## src/rtl/spi_device_rx_mlane.sv

```systemverilog
// SPI device-side receiver: assembles 1/2/4-lane samples taken on sclk into words of
// programmable length and queues them in a small FIFO with a valid/ready output.
module spi_device_rx_mlane #(
    parameter int DATA_W     = 32,
    parameter int CNT_W      = 8,
    parameter int FIFO_DEPTH = 4,
    parameter int RST_TGT    = 7
) (
    input  logic                              sclk,
    input  logic                              cs,
    input  logic [3:0]                        sdi,
    input  logic [1:0]                        mode_in,
    input  logic [CNT_W-1:0]                  counter_in,
    input  logic                              counter_in_upd,
    output logic [DATA_W-1:0]                 data,
    output logic                              data_valid,
    input  logic                              data_ready,
    output logic [$clog2(FIFO_DEPTH+1)-1:0]   fifo_count,
    output logic                              overflow,
    output logic                              state_dbg
);
    localparam int AW = $clog2(FIFO_DEPTH);
    localparam int CW = $clog2(FIFO_DEPTH+1);

    // Handshake: a head word transfers on any sclk edge where data_valid && data_ready.
    typedef enum logic {ST_RUN = 1'b0, ST_IDLE = 1'b1} state_t;

    state_t              r_state;
    state_t              w_state_nxt;
    logic [CNT_W-1:0]    r_cnt;
    logic [CNT_W-1:0]    r_tgt;
    logic [1:0]          r_mode;
    logic [DATA_W-1:0]   r_sr;
    logic [DATA_W-1:0]   w_sample;
    logic                w_final;

    logic [DATA_W-1:0]   r_mem [FIFO_DEPTH];
    logic [AW-1:0]       r_rd;
    logic [AW-1:0]       r_wr;
    logic [CW-1:0]       r_count;
    logic                r_overflow;
    logic                w_full;
    logic                w_pop;
    logic                w_wr_en;

    always_comb begin
        w_sample = '0;
        case (r_mode)
            2'd0:    w_sample = {r_sr[DATA_W-2:0], sdi[0]};
            2'd1:    w_sample = {r_sr[DATA_W-3:0], sdi[1:0]};
            default: w_sample = {r_sr[DATA_W-5:0], sdi};
        endcase
    end

    assign w_final = (r_state == ST_RUN) && (r_cnt == r_tgt);

    always_ff @(posedge sclk) begin
        if (cs) r_state <= ST_RUN;
        else    r_state <= w_state_nxt;
    end

    // Reprogramming wins over completion: a word finishing on the update edge is still pushed.
    always_comb begin
        w_state_nxt = r_state;
        if (counter_in_upd)  w_state_nxt = ST_RUN;
        else if (w_final)    w_state_nxt = ST_IDLE;
    end

    always_ff @(posedge sclk) begin
        if (cs) begin
            r_cnt  <= '0;
            r_tgt  <= CNT_W'(RST_TGT);
            r_mode <= 2'd0;
            r_sr   <= '0;
        end else if (counter_in_upd) begin
            r_cnt  <= '0;
            r_tgt  <= counter_in;
            r_mode <= mode_in;
            r_sr   <= '0;
        end else if (r_state == ST_RUN) begin
            if (w_final) begin
                r_cnt <= '0;
                r_sr  <= '0;
            end else begin
                r_cnt <= r_cnt + CNT_W'(1);
                r_sr  <= w_sample;
            end
        end
    end

    assign w_full  = (r_count == CW'(FIFO_DEPTH));
    assign w_pop   = (r_count != '0) && data_ready;
    // A full FIFO still accepts a push when the head leaves on the same edge.
    assign w_wr_en = w_final && (!w_full || w_pop);

    always_ff @(posedge sclk) begin
        if (!cs && w_wr_en) r_mem[r_wr] <= w_sample;
    end

    always_ff @(posedge sclk) begin
        if (cs) begin
            r_rd       <= '0;
            r_wr       <= '0;
            r_count    <= '0;
            r_overflow <= 1'b0;
        end else begin
            if (w_wr_en) r_wr <= r_wr + AW'(1);
            if (w_pop)   r_rd <= r_rd + AW'(1);
            case ({w_wr_en, w_pop})
                2'b10:   r_count <= r_count + CW'(1);
                2'b01:   r_count <= r_count - CW'(1);
                default: r_count <= r_count;
            endcase
            if (w_final && w_full && !w_pop) r_overflow <= 1'b1;
        end
    end

    assign data       = (r_count != '0) ? r_mem[r_rd] : '0;
    assign data_valid = (r_count != '0);
    assign fifo_count = r_count;
    assign overflow   = r_overflow;
    assign state_dbg  = (r_state == ST_RUN);

endmodule

```

## config.mk

```make
export PLATFORM = sky130hd
export DESIGN_NAME = spi_device_rx_mlane
export DESIGN_NICKNAME = d
export VERILOG_FILES = /design/src/rtl/spi_device_rx_mlane.sv
export SDC_FILE = /design/constraint.sdc
export NUM_CORES = 1
export LEC_CHECK = 0
export ABC_CLOCK_PERIOD_IN_PS = 7200
export BUFFER_PORTS_ARGS = -buffer_cell sky130_fd_sc_hd__buf_2
export CAP_MARGIN = 20
export CORE_ASPECT_RATIO = 0.75
export CORE_MARGIN = 8
export CORE_UTILIZATION = 55
export CTS_CLUSTER_DIAMETER = 60
export DETAILED_ROUTE_END_ITERATION = 10
export GPL_TIMING_DRIVEN = 1
export PLACE_DENSITY = 0.7
export RECOVER_POWER = 100
export REMOVE_ABC_BUFFERS = 1
export SKIP_LAST_GASP = 1
export SLEW_MARGIN = 20
export SYNTH_ARGS = -nofsm -noshare
export SYNTH_HDL_FRONTEND = slang
export SYNTH_SLANG_ARGS = --single-unit
```

## constraint.sdc

```tcl
create_clock -name sclk -period 7.2 [get_ports sclk]
set_clock_uncertainty 0.1 [all_clocks]
set_input_delay 0.72 -clock sclk [delete_from_list [all_inputs] [get_ports sclk]]
set_output_delay 0.72 -clock sclk [all_outputs]
set_load 0.01 [all_outputs]
```

==> results of run 1 <==
registers in the layout, summed over array words and instances, names as in the netlist, named ones only:
| signal | count |
|---|---|
| r_mem | 128 |
| r_cnt | 8 |
| r_tgt | 8 |
| r_state | 1 |
| r_sr | 31 |
| r_mode | 2 |
| r_rd | 2 |
| r_wr | 2 |
| fifo_count | 3 |
| overflow | 1 |
cell type report:
class | count | area (µm²) | share of cell area, %
sequential | 188 | 5046 | 56.77
multi-input combinational | 357 | 2728 | 30.69
clock buffer | 25 | 495.5 | 5.574
timing repair buffer | 65 | 302.8 | 3.407
tap | 200 | 250.2 | 2.815
clock inverter | 7 | 40.04 | 0.4505
inverter | 7 | 26.28 | 0.2956
metal layers:
layer	vias to the layer above	share of wire (%)	wire, µm
met5	-	0	0
met4	0	0.95	149
met3	10	4.8	757
met2	106	47	7428
met1	2398	47	7379
li1	2263	-	-
where the power goes:
group / internal [µW] / switching (µW) / total (µW)
logic: 221 / 264 / 485
clock network: 475 / 375 / 850
registers: 1160 / 23.2 / 1180
worst reg2reg max path, stage by stage (launching register included):
cell and delay (ns):
dfxtp_1 0.47, xor2_1 0.14, nor4_1 0.70, nand3_2 0.27, nor2_1 0.26, and2_0 0.15, clkbuf_1 1.57
synthesized netlist by cell type:
library cell	count
nand4_1	2
inv_1	7
clkbuf_1	28
and2_1	64
nor2b_1	4
o2bb2a_4	1
mux4_2	32
nand2_1	41
mux2_2	2
xnor2_1	5
buf_1	3
a211o_1	3
mux2i_1	37
xor2_1	10
nand3_2	1
nand2b_1	1
a221oi_1	1
a21o_1	1
or2_2	1
nor4b_1	1
a31oi_1	29
fa_1	1
ha_1	5
dfxtp_1	60
buf_2	9
and3_1	2
o21ai_0	32
mux2_4	1
nor2_1	49
o21bai_1	1
nor3b_1	1
nand3_1	9
nor4_4	2
a21oi_1	13
and4_1	1
edfxtp_1	128
nor4_1	2
or3_1	2
kinds of logic (layout without fill, tap and decap cells):
logic type / Yosys count / count (layout) / share of synthesized area [%]
adder cells (fa/ha/maj): 6 / 6 / 1.032
AO/OA/AOI/OAI: 81 / 81 / 5.959
AND/OR/NAND/NOR: 183 / 183 / 11.85
flip-flops: 188 / 188 / 63.06
buffers and inverters: 47 / 104 / 2.346
XOR/XNOR: 15 / 15 / 1.642
multiplexers: 72 / 72 / 14.11
metrics by stage:
| stage | setup slack [ns] | total power, µW |
|---|---|---|
| after global routing | 2.836 | 2633 |
| after floorplan | 4.106 | 1544 |
| final | 3.119 | 2519 |
| after detailed placement | 4.401 | 1729 |
| after global placement | 4.585 | 1718 |
| after CTS | 4.094 | 2576 |
worst paths after layout:
check,startpoint,to,slack (ns),cells after the start
setup / recovery,r_cnt[0]$_SDFFE_PP0N_,r_mem[1][25]$_DFFE_PP_,3.12,6
hold / removal,overflow$_SDFFE_PP0P_,overflow$_SDFFE_PP0P_,0.37,2
setup reg to reg,r_cnt[0]$_SDFFE_PP0N_,r_mem[1][25]$_DFFE_PP_,3.12,6
hold reg to reg,overflow$_SDFFE_PP0P_,overflow$_SDFFE_PP0P_,0.37,2
==> run summary, run 1 <==
The number of iterations in the first detailed-routing pass came out at 5. For the worst setup path, the data arrival time is just under 4 ns. The instance count of the mapped netlist came out at about 600. The total instance count after detailed placement is 817. The cell accounting for the most synthesized area is edfxtp_1.

The headroom to the max-slew limit came out at -46.56%. The via count is ~4800. The leakage power total is 0.002926 µW. Global routing consumed, on the met2 layer, between 20 and 30% of the routing resources.

The checks that failed: max-capacitance violations, max-slew violations. By area the synthesized netlist is led by edfxtp_1, dfxtp_1, mux4_2, and2_1, mux2i_1. The layer flagged by global routing as most heavily used is met2.

The TritonCTS sink count is around 190. Leaving out filler cells and counting taps, the final layout contains between 800 and 900. The clock insertion delay at the later pin of the skew report came out at 0.42 ns. The number of buffer cells added on primary ports is 55.

Global routing finished with a remaining overflow of 0. The deepest clock path buffer count is 2. The width of the die came out at 155.3 µm. The hold violation total from the final report came out at 0. The per-cell routed wire length is 18.51 µm. In this run the power density over the cells is about 280 nW/µm². For this run, the slowest stage of the critical path takes approximately 1.6 ns. The global-route wire length before repair came out at 25410 µm. The I/O pin count is 56. The area of all placed cells without fillers is approximately 8900 µm². The number of diodes is 0. The total number of placement rows came out at 38. The total global-route track usage came out at between 10% and 20%. The count of cells resized by post-cts repair is 0.

The number of buffers and inverters on the critical path came out at 1. The ratio of cells with drive above 1 in the final layout is around 16%. In this run the clock root is driven by a clkbuf_16. The global routing usage on met3 is 4.848%. The mapped netlist covers 8000 µm². Once detail routing completed, the nets flagged for antenna violations numbered 0. The slowest stage cell on the critical path is clkbuf_1.

The critical path in this run is classified as reg -> reg. Entering global routing, the biggest net connects 63 pins. Across the VDD grid, the largest voltage drop is between 0.15 and 0.2 mV. The violation count after the first detailed-routing iteration came out at about 420. The run finished, with violations left. Sequential cells were found to cover between 60 and 70% of the synthesized design area. Yosys printed 0 warnings. The number of antenna violations at the first check in global routing came to 0. After synthesis the netlist holds a flip-flop and latch count of 188. The die height is approximately 120 µm. In the final design database the tool counted 660 nets. The maximum fanout along the worst path is 32. For the pin with the worst max-slew slack, the measured transition is 2.198 ns. From synthesis to final layout, the design area changed by 11.10%. On the final layout, the worst hold slack is roughly 0.37 ns. Max-cap violations in this run came to 9. The via count normalized by instance count came out at 5.627. In this run the number of H-tree levels came out at 4. Leaving out fill and tap cells, the most frequent cell in the layout is edfxtp_1. In this run the worst hold path is classified as reg -> reg. Setup violations remaining at the end of the flow were counted as 0. The number of distinct library cells after synthesis is 38. The CTS tree is built. After detailed routing, the total wire length is between 15000 and 20000 µm. The max-slew violation count came out at 340.

The top cell type's share of synthesized area came out at between 40% and 50%. The DRC violations left came out at 0. The die covers 18700 µm².

The total core area came out at 14360 µm². The number of buffers created by CTS came out at 17. Static timing analysis puts the maximum clock frequency at 245.1 MHz. The via count of the first global-routing pass came to 4759. The register clock-pin slew on the reported worst setup and hold paths is 0.06 ns. Setup repair after global routing left no endpoint under its margin. The layout has 1132 filler cells.

In the layout the commonest cells are edfxtp_1, dfxtp_1, nor2_1, nand2_1, buf_2. The worst setup path is captured at a flop. The area of placed instances is ~8400 µm². The final weighted congestion in routability-driven placement came out at 0.7480.

The half-perimeter wire length after placement came out at roughly 9300 µm. The setup TNS after final layout is 0 ns. Among cell families on the critical path, the largest total delay comes from buffers and inverters.

The minimum clock period after layout came out at 4.081 ns. Once the floorplan was initialized, standard cells occupied a little under three fifths of the core. The quantity of hold-fixing buffers added after cts came out at 0. The final critical-path share of the clock period came out at around 57%. The share of the core filled with cells in the final layout came out at 61.90%. The synthesized area divided by synthesized cell count is between 10 and 15 µm². The global-route met1 utilization is between 20% and 30%. The worst setup path is launched from a flop. The worst path required time came out at ~7.1 ns. The post-CTS setup buffer count came out at 0. The signal on the critical path passes through xor2_1 -> nor4_1 -> nand3_2 -> nor2_1 -> and2_0 -> clkbuf_1.
No activity file was read; power rests on OpenSTA's default activity.
==> run 2: changes to the inputs <==
ABC_CLOCK_PERIOD_IN_PS = 3560   (was 7200)
CORE_UTILIZATION = 54   (was 55)
PLACE_DENSITY = 0.71   (was 0.7)
clock period = 3.56 ns   (was 7.2 ns; I/O delays follow)
==> run summary, run 2 (same netlist as run 1, synthesis figures left out) <==
In the final routed layout, each cell accounts on average for about 19 µm. The share of the core filled with cells in the final layout came out at between 60% and 70%. The deepest clock path buffer count came out at 2. The via count of the first global-routing pass is 4968. Walking the worst path, the cells encountered are mux2i_1 -> o21ai_0 -> a31oi_1 -> nor2_1.

For the worst setup path, the data required time is between 3 and 4 ns. Timing would allow up to about 350 MHz. The count of placed standard cells in the final layout, fillers left out came out at between 800 and 900. The maximum number of pins on one net before global-route repair came out at 63. After clock tree synthesis, the clock-pin slew on the worst setup and hold paths is about 0.07 ns.

The post-detailed-route count of antenna-violating nets is 0. The remaining global-route overflow came out at 0. The tree is rooted in a clkbuf_16.

The final wirelength is roughly 16000 µm. The flow ran to the end, but the final reports show violations. The violation count after the first detailed-routing iteration is 380. The register name with the most flops is r_mem. IR analysis of the VDD net gives a maximum drop of roughly 0.35 mV.

The largest registers in the layout are r_mem: 128 flops, r_sr: 31 flops. The TritonCTS sink count is 188. Routability-driven placement finished with a final weighted congestion of between 0.8 and 0.9. The type of element capturing the critical path is a flop. The commonest non-fill, non-tap cell in the layout is edfxtp_1. The area overhead of the layout relative to synthesis came out at 11.68%. The setup TNS after final layout came out at 0 ns. The via count came out at 4853. The transition time at the pin with the least slew margin came out at around 1.8 ns.

The floorplan step defined a die boundary enclosing roughly 19000 µm². The worst pin sits at a relative slew slack of -21.78%. The filler cells instantiated in the layout total roughly 1200.

The I/O pin count is 56. The startpoint kind of the worst setup timing path is a flop. The floorplan has 38 rows. TritonCTS created 17 clock buffers. The leakage power total came out at between 0.002 and 0.003 µW. The max-slew violation count is between 90 and 100. The via count normalized by instance count came out at ~5.7. The maximum fanout along the worst path came out at 32. The minimum clock period after layout is roughly 2.9 ns. The total global-route track usage is between 10% and 20%. The initial core utilization came out at 55.35%.

The post-CTS setup buffer count is 0. The global-route wire length before repair is between 20000 and 30000 µm. The number of buffers and inverters on the critical path is 0.

The total instance count after detailed placement is approximately 820. The quantity of hold-fixing buffers added after cts came out at 0. The hold violation total from the final report came out at 0. The worst hold path belongs to the class in -> reg. The flip-flop count of the largest register, all copies and words added is about 130. The total core area is 14450 µm². For this run, design rule violations remaining after detail routing come to 0. The number of antenna violations at the first check in global routing came out at 0. Setup repair after global routing left no endpoint under its margin.

Max-cap violations in this run came to 2. The number of diodes is 0. For this design, the slowest cell found on the critical path is dfxtp_1. The final number of setup-violating endpoints is 0.

The H-tree was split into 4 levels. From left edge to right edge, the die measures between 150 and 200 µm. The die height is ~120 µm. On the worst path, the slowest cell contributes a delay of 1.54 ns. The final critical-path share of the clock period is ~80%. The clock insertion delay at the later pin of the skew report is 0.43 ns. The checks that failed: max-capacitance violations, max-slew violations.

The final hold slack came out at about 0.032 ns. The half-perimeter wire length after placement is between 9000 and 10000 µm. The final net count is about 660. Once the clock tree was built, the resizer swapped 0 gates to a different size. The worst setup path is of the reg -> reg kind. The number of buffer cells added on primary ports is 55. The top cell types in the final layout, fill and taps aside, are edfxtp_1, dfxtp_1, nor2_1, and2_1, nand2_1. For this run, the detailed router's first-pass iteration total came to 5. The signal arrival time at the worst endpoint is around 3.1 ns.

TritonCTS built the clock tree. Of the cells placed in the final design, the portion with a size suffix greater than 1 is 16.59%. The areal power density over the cells is 570.9 nW/µm². The dominant delay contributor by cell family on the critical path is flip-flops.
run 2: layout make-up:
cell class	count	area [µm²]	area share, %
multi-input combinational	357	2743	30.70
tap	200	250.2	2.801
clock inverter	10	78.83	0.8822
timing repair buffer	67	346.6	3.879
sequential	188	5046	56.48
inverter	7	26.28	0.2941
clock buffer	22	444.2	4.971
run 2: report_power, final:
group          leakage [µW]  internal, µW  switching, µW
Sequential          0.00164          2350           86.2
Clock              0.000246           951            750
Combinational       0.00106           462            505
Total               0.00295          3760           1340
run 2: layer usage:
metal | global-route usage (%) | vias to the layer above | wire length, µm | share of wire [%]
met2 | 27.82 | 127 | 7637 | 48
met4 | 7.305 | 0 | 216 | 1.4
met5 | 0 | - | 0 | 0
li1 | - | 2268 | - | -
met1 | 22.72 | 2439 | 7068 | 44
met3 | 5.267 | 19 | 1077 | 6.7
run 2: final timing paths:
check,startpoint,to,slack (ns),cells after the start
worst min register to register,r_sr[30]$_SDFFE_PP0N_,r_sr[30]$_SDFFE_PP0N_,0.37,2
worst max register to register,r_mode[0]$_SDFFE_PP0P_,r_sr[25]$_SDFFE_PP0N_,0.70,4
worst max-delay path,r_mode[0]$_SDFFE_PP0P_,r_sr[25]$_SDFFE_PP0N_,0.70,4
worst min-delay path,counter_in[1],r_tgt[1]$_SDFFE_PP1P_,0.03,2
run 2: per-stage QoR:
step                      setup slack (ns)  instance area, µm²  power (µW)
after floorplan                     0.5422                7839        3123
after global placement               1.103                8471        3492
after detailed placement            0.9955                8471        3511
after CTS                           0.7688                8994        5207
after global routing                0.4314                8935        5342
final                               0.6997                8935        5101
